<file path="src/rtl/icache_pkg.sv">
// Instruction-cache shared definitions: refill FSM encoding and line geometry,
// used by the refill engine and by the cache itself.
package icache_pkg;

  typedef enum logic [1:0] {
    IDLE = 2'd0,
    REQ  = 2'd1,
    WAIT = 2'd2,
    DONE = 2'd3
  } refill_state_e;

  localparam int LINE_BYTES   = 16;
  localparam int LINE_OFF_W   = 4;
  localparam int WORD_OFF_LSB = 2;
  localparam int LINE_W       = 128;

endpackage

</file>
<file path="src/rtl/icache_refill_ctrl_line_buf.sv">
// Line assembly register for the refill engine: one bus word per slot,
// each slot written only when the refill counter selects it.
module refill_line_buf #(
  parameter int WORD_W = 32,
  parameter int WORDS  = 4,
  parameter int SLOT_W = 2
) (
  input  logic                      clk,
  input  logic                      rst_n,
  input  logic                      i_we,
  input  logic [SLOT_W-1:0]         i_slot,
  input  logic [WORD_W-1:0]         i_wdata,
  output logic [WORD_W*WORDS-1:0]   o_line
);

  localparam int LINE_BITS = WORD_W * WORDS;

  logic [LINE_BITS-1:0] r_line;
  logic [WORDS-1:0]     w_slot_we;

  // Decode the selected slot into a one-hot write enable.
  always_comb begin
    w_slot_we = {WORDS{1'b0}};
    for (int k = 0; k < WORDS; k++) begin
      if (i_we && (i_slot == SLOT_W'(k))) begin
        w_slot_we[k] = 1'b1;
      end else begin
        w_slot_we[k] = 1'b0;
      end
    end
  end

  // Slots keep the previous line until the next refill overwrites them.
  always_ff @(posedge clk or negedge rst_n) begin
    if (!rst_n) begin
      r_line <= {LINE_BITS{1'b0}};
    end else begin
      for (int k = 0; k < WORDS; k++) begin
        if (w_slot_we[k]) begin
          r_line[k*WORD_W +: WORD_W] <= i_wdata;
        end
      end
    end
  end

  assign o_line = r_line;

endmodule

</file>
<file path="src/rtl/icache_refill_ctrl.sv">
// Instruction-cache refill engine: fetches one line as sequential word reads
// on the instruction memory bus and returns it with a one-cycle ready pulse.
module icache_refill_ctrl
  import icache_pkg::*;
#(
  parameter int ADDR_W         = 32,
  parameter int WORD_W         = 32,
  parameter int WORDS_PER_LINE = 4
) (
  input  logic                             clk,
  input  logic                             rst_n,
  input  logic                             req_valid_i,
  input  logic [ADDR_W-1:0]                req_addr_i,
  output logic                             mem_ready_o,
  output logic [WORD_W*WORDS_PER_LINE-1:0] mem_data_o,
  output logic                             busy_o,
  output logic                             bus_req_o,
  output logic [ADDR_W-1:0]                bus_addr_o,
  input  logic                             bus_gnt_i,
  input  logic                             bus_rvalid_i,
  input  logic [WORD_W-1:0]                bus_rdata_i
);

  localparam int CNT_W = $clog2(WORDS_PER_LINE);
  localparam int OFF_W = CNT_W + WORD_OFF_LSB;
  localparam int TAG_W = ADDR_W - OFF_W;
  localparam logic [CNT_W-1:0] LAST_SLOT = CNT_W'(WORDS_PER_LINE - 1);

  refill_state_e      r_state;
  refill_state_e      w_state_nxt;
  logic [TAG_W-1:0]   r_base;
  logic [TAG_W-1:0]   w_base_nxt;
  logic [CNT_W-1:0]   r_cnt;
  logic [CNT_W-1:0]   w_cnt_nxt;

  logic               r_bus_req;
  logic               r_mem_ready;
  logic               r_busy;
  logic [ADDR_W-1:0]  r_bus_addr;
  logic               w_bus_req_nxt;
  logic               w_mem_ready_nxt;
  logic               w_busy_nxt;
  logic [ADDR_W-1:0]  w_bus_addr_nxt;

  logic               w_word_we;
  logic               w_unused_offset;

  // The line offset of the request is discarded; only the line base is kept.
  assign w_unused_offset = ^req_addr_i[OFF_W-1:0];

  // State, line base and word counter.
  always_ff @(posedge clk or negedge rst_n) begin
    if (!rst_n) begin
      r_state <= IDLE;
      r_base  <= {TAG_W{1'b0}};
      r_cnt   <= {CNT_W{1'b0}};
    end else begin
      r_state <= w_state_nxt;
      r_base  <= w_base_nxt;
      r_cnt   <= w_cnt_nxt;
    end
  end

  // Next-state: requests are only accepted in IDLE; rvalid only counts in WAIT.
  always_comb begin
    w_state_nxt = r_state;
    w_base_nxt  = r_base;
    w_cnt_nxt   = r_cnt;
    case (r_state)
      IDLE: begin
        if (req_valid_i) begin
          w_state_nxt = REQ;
          w_base_nxt  = req_addr_i[ADDR_W-1:OFF_W];
          w_cnt_nxt   = {CNT_W{1'b0}};
        end else begin
          w_state_nxt = IDLE;
        end
      end
      REQ: begin
        if (bus_gnt_i) begin
          w_state_nxt = WAIT;
        end else begin
          w_state_nxt = REQ;
        end
      end
      WAIT: begin
        if (bus_rvalid_i) begin
          if (r_cnt == LAST_SLOT) begin
            w_state_nxt = DONE;
          end else begin
            w_state_nxt = REQ;
            w_cnt_nxt   = r_cnt + CNT_W'(1'b1);
          end
        end else begin
          w_state_nxt = WAIT;
        end
      end
      DONE: begin
        w_state_nxt = IDLE;
      end
      default: begin
        w_state_nxt = IDLE;
      end
    endcase
  end

  // Output decode from the upcoming state so every output leaves a flop.
  always_comb begin
    w_bus_req_nxt   = (w_state_nxt == REQ);
    w_mem_ready_nxt = (w_state_nxt == DONE);
    w_busy_nxt      = (w_state_nxt != IDLE);
    // Counter occupies the word-offset bits, so no carry reaches the tag.
    if (w_state_nxt == REQ) begin
      w_bus_addr_nxt = {w_base_nxt, w_cnt_nxt, {WORD_OFF_LSB{1'b0}}};
    end else begin
      w_bus_addr_nxt = r_bus_addr;
    end
  end

  // Registered outputs.
  always_ff @(posedge clk or negedge rst_n) begin
    if (!rst_n) begin
      r_bus_req   <= 1'b0;
      r_mem_ready <= 1'b0;
      r_busy      <= 1'b0;
      r_bus_addr  <= {ADDR_W{1'b0}};
    end else begin
      r_bus_req   <= w_bus_req_nxt;
      r_mem_ready <= w_mem_ready_nxt;
      r_busy      <= w_busy_nxt;
      r_bus_addr  <= w_bus_addr_nxt;
    end
  end

  assign w_word_we = (r_state == WAIT) && bus_rvalid_i;

  refill_line_buf #(
    .WORD_W (WORD_W),
    .WORDS  (WORDS_PER_LINE),
    .SLOT_W (CNT_W)
  ) u_line_buf (
    .clk     (clk),
    .rst_n   (rst_n),
    .i_we    (w_word_we),
    .i_slot  (r_cnt),
    .i_wdata (bus_rdata_i),
    .o_line  (mem_data_o)
  );

  assign bus_req_o   = r_bus_req;
  assign mem_ready_o = r_mem_ready;
  assign busy_o      = r_busy;
  assign bus_addr_o  = r_bus_addr;

endmodule

</file>
<file path="config.mk">
export PLATFORM = sky130hd
export DESIGN_NAME = icache_refill_ctrl
export DESIGN_NICKNAME = d
export VERILOG_FILES = /design/src/rtl/icache_pkg.sv /design/src/rtl/icache_refill_ctrl_line_buf.sv /design/src/rtl/icache_refill_ctrl.sv
export SDC_FILE = /design/constraint.sdc
export NUM_CORES = 1
export LEC_CHECK = 0
export CAP_MARGIN = 5
export CORE_MARGIN = 2
export CORE_UTILIZATION = 33
export DETAILED_ROUTE_END_ITERATION = 8
export PLACE_DENSITY = 0.64
export REMOVE_ABC_BUFFERS = 1
export SETUP_SLACK_MARGIN = 0.3
export SYNTH_ARGS = -nofsm -noshare
export SYNTH_HDL_FRONTEND = slang
export SYNTH_SLANG_ARGS = --single-unit
</file>
<file path="constraint.sdc">
create_clock -name clk -period 1.85 [get_ports clk]
set_clock_uncertainty 0.15 [all_clocks]
set_input_delay 0.37 -clock clk [delete_from_list [all_inputs] [get_ports clk]]
set_output_delay 0.37 -clock clk [all_outputs]
set_load 0.005 [all_outputs]
</file>
==> results.sh <==
export IMPL_yosys_register_bits=193
export IMPL_drive_gt1_frac=0.548
export IMPL_cts_num_sinks=193
export IMPL_layout_setup_ws_ps=-61.7
export IMPL_dieArea_sq_mm=0.0236
export IMPL_fin_area_sq_mm=0.0115
export IMPL_cp_data_required_time_ps=2010
export IMPL_grt_setup_unrepaired="yes"
export IMPL_wl_per_cell_um=19.8
export IMPL_area_growth_syn_to_layout_pct=56.4
export IMPL_hold_viol=0
export IMPL_hp_class="primary input to register"
export IMPL_floorplan_rows=54
export IMPL_yosysSeqAreaShare=0.655
export IMPL_track_usage=0.160
export IMPL_overflow=0
export IMPL_hold_slack_ps=225
export IMPL_start_kind="register"
export IMPL_cts_buffer_depth=2
export IMPL_tritoncts="yes"
export IMPL_leakagePower_uw=0.00621
export IMPL_crit_fanout=13
export IMPL_syn_area_per_cell_sq_um=17.2
export IMPL_endpoint_kind="register"
export IMPL_viasPerCell=4.58
export IMPL_reg2reg_to="u_line_buf.o_line[100]"
export IMPL_fin_total_pwr_uw=18400
export IMPL_netlist_instances=429
export IMPL_ant_nets=0
export IMPL_synth_cell_types=28
export IMPL_path_clk_slew_ps=80
export IMPL_vias=4737
export IMPL_final_setup_viol_count=75
export IMPL_numPortBuffers=225
export IMPL_drt_iter0_markers=164
export IMPL_r2r_cells=5
export IMPL_startpoint="r_state[1]"
export IMPL_endpoint="u_line_buf.o_line[100]"
export IMPL_fmax_mhz=523
export IMPL_period_minus_slack_ps=1910
export IMPL_grt_pass1_wl_mm=29.4
export IMPL_place_ws_ps=-511
export IMPL_maxCapViolCount=0
export IMPL_yosysWarnings=0
export IMPL_finalCritPeriodShare=1.03
export IMPL_initial_utilization=0.337
export IMPL_status="finished with violations"
export IMPL_regToRegSetupSlack_ps=-60
export IMPL_clock_root_buffer="clkbuf_16"
export IMPL_place_congestion=0.734
export IMPL_grt_pass1_vias=5133
export IMPL_dr_pass1_iters=4
export IMPL_fp_coreArea_sq_mm=0.0219
export IMPL_syn_area_sq_mm=0.00738
export IMPL_utilization=0.527
export IMPL_grt_max_degree=46
export IMPL_post_dp_cell_area_sq_mm=0.0102
export IMPL_hpwl_mm=12.7
export IMPL_io_pins=232
export IMPL_layout_common_cells="191 x dfrtp_1, 105 x mux2_4, 92 x buf_2, 80 x mux2_2, 68 x dlymetal6s2s_1"
export IMPL_worstPathArrival_ps=2080
export IMPL_routed_wirelength_mm=20.5
export IMPL_remaining_drc_errors=0
export IMPL_antenna_found_initial=0
export IMPL_insertedDiodeCount=0
export IMPL_slew_violations=0
export IMPL_final_common_cell="dfrtp_1"
export IMPL_clock_latency_ps=420
export IMPL_ir_drop_mv=0.716
export IMPL_power_per_cell_area_mw_per_mm2=1600
export IMPL_dieWidth_um=154
export IMPL_r2r_start="r_state[1]"
export IMPL_nets=810
export IMPL_violations="setup timing"
export IMPL_cts_inserted_buffers=17
export IMPL_cts_max_level=4
export IMPL_dieHeight_um=154
export IMPL_worstSetupPathType="register to register"
[per-layer routing]
| layer | GRT usage | part of all wire | vias to the layer above |
|---|---|---|---|
| li1 | - | - | 2135 |
| met1 | 0.205 | 0.44 | 2416 |
| met2 | 0.261 | 0.48 | 169 |
| met3 | 0.0547 | 0.071 | 17 |
| met4 | 0.0384 | 0.0093 | 0 |
| met5 | 0 | 0 | - |
[power by group]
part,total [uW],internal [uW],switching [uW]
registers,7000,6100,900
logic,7850,5140,2700
clock network,3580,1800,1780
total,18400,13000,5390
[registers in the layout, summed over array words and instances (netlist names)]
register / count
r_base: 28
r_cnt: 2
mem_ready_o: 1
u_line_buf.o_line: 128
bus_addr_o: 30
r_state: 2
bus_req_o: 1
busy_o: 1
[worst min-delay path by stage]
stage	from	endpoint	slack [ps]	cells after the start
6_report	bus_rvalid_i	r_cnt[0]	230	3
5_1_grt	bus_rvalid_i	r_cnt[0]	220	3
4_1_cts	rst_n	r_base[0]	300	2
3_5_place_dp	rst_n	r_base[0]	200	1
3_3_place_gp	rst_n	bus_addr_o[4]	190	1
2_1_floorplan	rst_n	bus_addr_o[10]	-80	0
[cells in the mapped netlist]
master	instances	share of area
a21boi_1	1	0.0010
a21oi_1	3	0.0020
a31o_1	1	0.0012
a31oi_1	1	0.00085
buf_2	11	0.0075
buf_4	5	0.0051
buf_6	5	0.0076
clkbuf_1	1	0.00051
conb_1	1	0.00051
dfrtp_1	193	0.65
inv_1	4	0.0020
mux2_1	12	0.018
mux2_2	145	0.22
mux2_4	29	0.059
nand2_1	1	0.00051
nand2b_1	4	0.0034
nand2b_4	1	0.0019
nand3_2	1	0.0014
nand3b_1	1	0.0010
nand4b_1	1	0.0012
nor2_1	1	0.00051
nor2_2	1	0.00085
nor2_4	1	0.0015
nor3_2	1	0.0014
nor3b_2	1	0.0017
o21a_1	1	0.0010
o21ai_2	1	0.0012
or3_1	1	0.00085
[repair_timing]
| item | in CTS | in global routing |
|---|---|---|
| hold buffers | 1 | 0 |
| pin swaps | 0 | 1 |
| cloned | 3 | 10 |
| gates resized for setup | 375 | 159 |
| endpoints found under the hold margin | 38 | 0 |
| setup buffers | 25 | 21 |
| endpoints found under the setup margin | 348 | 260 |
[per-stage QoR]
stage / cells / TNS (ps)
3_3_place_gp: 942 / -69320
5_1_grt: 1034 / -8610
3_5_place_dp: 942 / -72090
6_report: 1034 / -2260
2_1_floorplan: 408 / -73680
4_1_cts: 1003 / -3580
[critical path, stage by stage, from the launching register on]
cell and delay, ps:
dfrtp_2 460, o21a_1 220, a31o_4 220, nand2b_4 220, buf_12 200, mux2_4 310
[cell families after synthesis]
logic type      count (synthesis)  share of synthesized area
simple gates                   15                     0.0161
buf+inv                        26                     0.0227
compound gates                  8                    0.00729
other cells                     1                   0.000508
flops                         193                      0.655
mux                           186                      0.299
[layout make-up]
class	instances	area (sq um)
Clock buffer	17	425
Fill cell	1828	10400
Multi-Input combinational cell	211	2700
Tap cell	280	350
Inverter	4	15.0
Sequential cell	193	4830
Timing Repair Buffer	314	3060
Clock inverter	15	150
(Power assumes the default switching activity.)
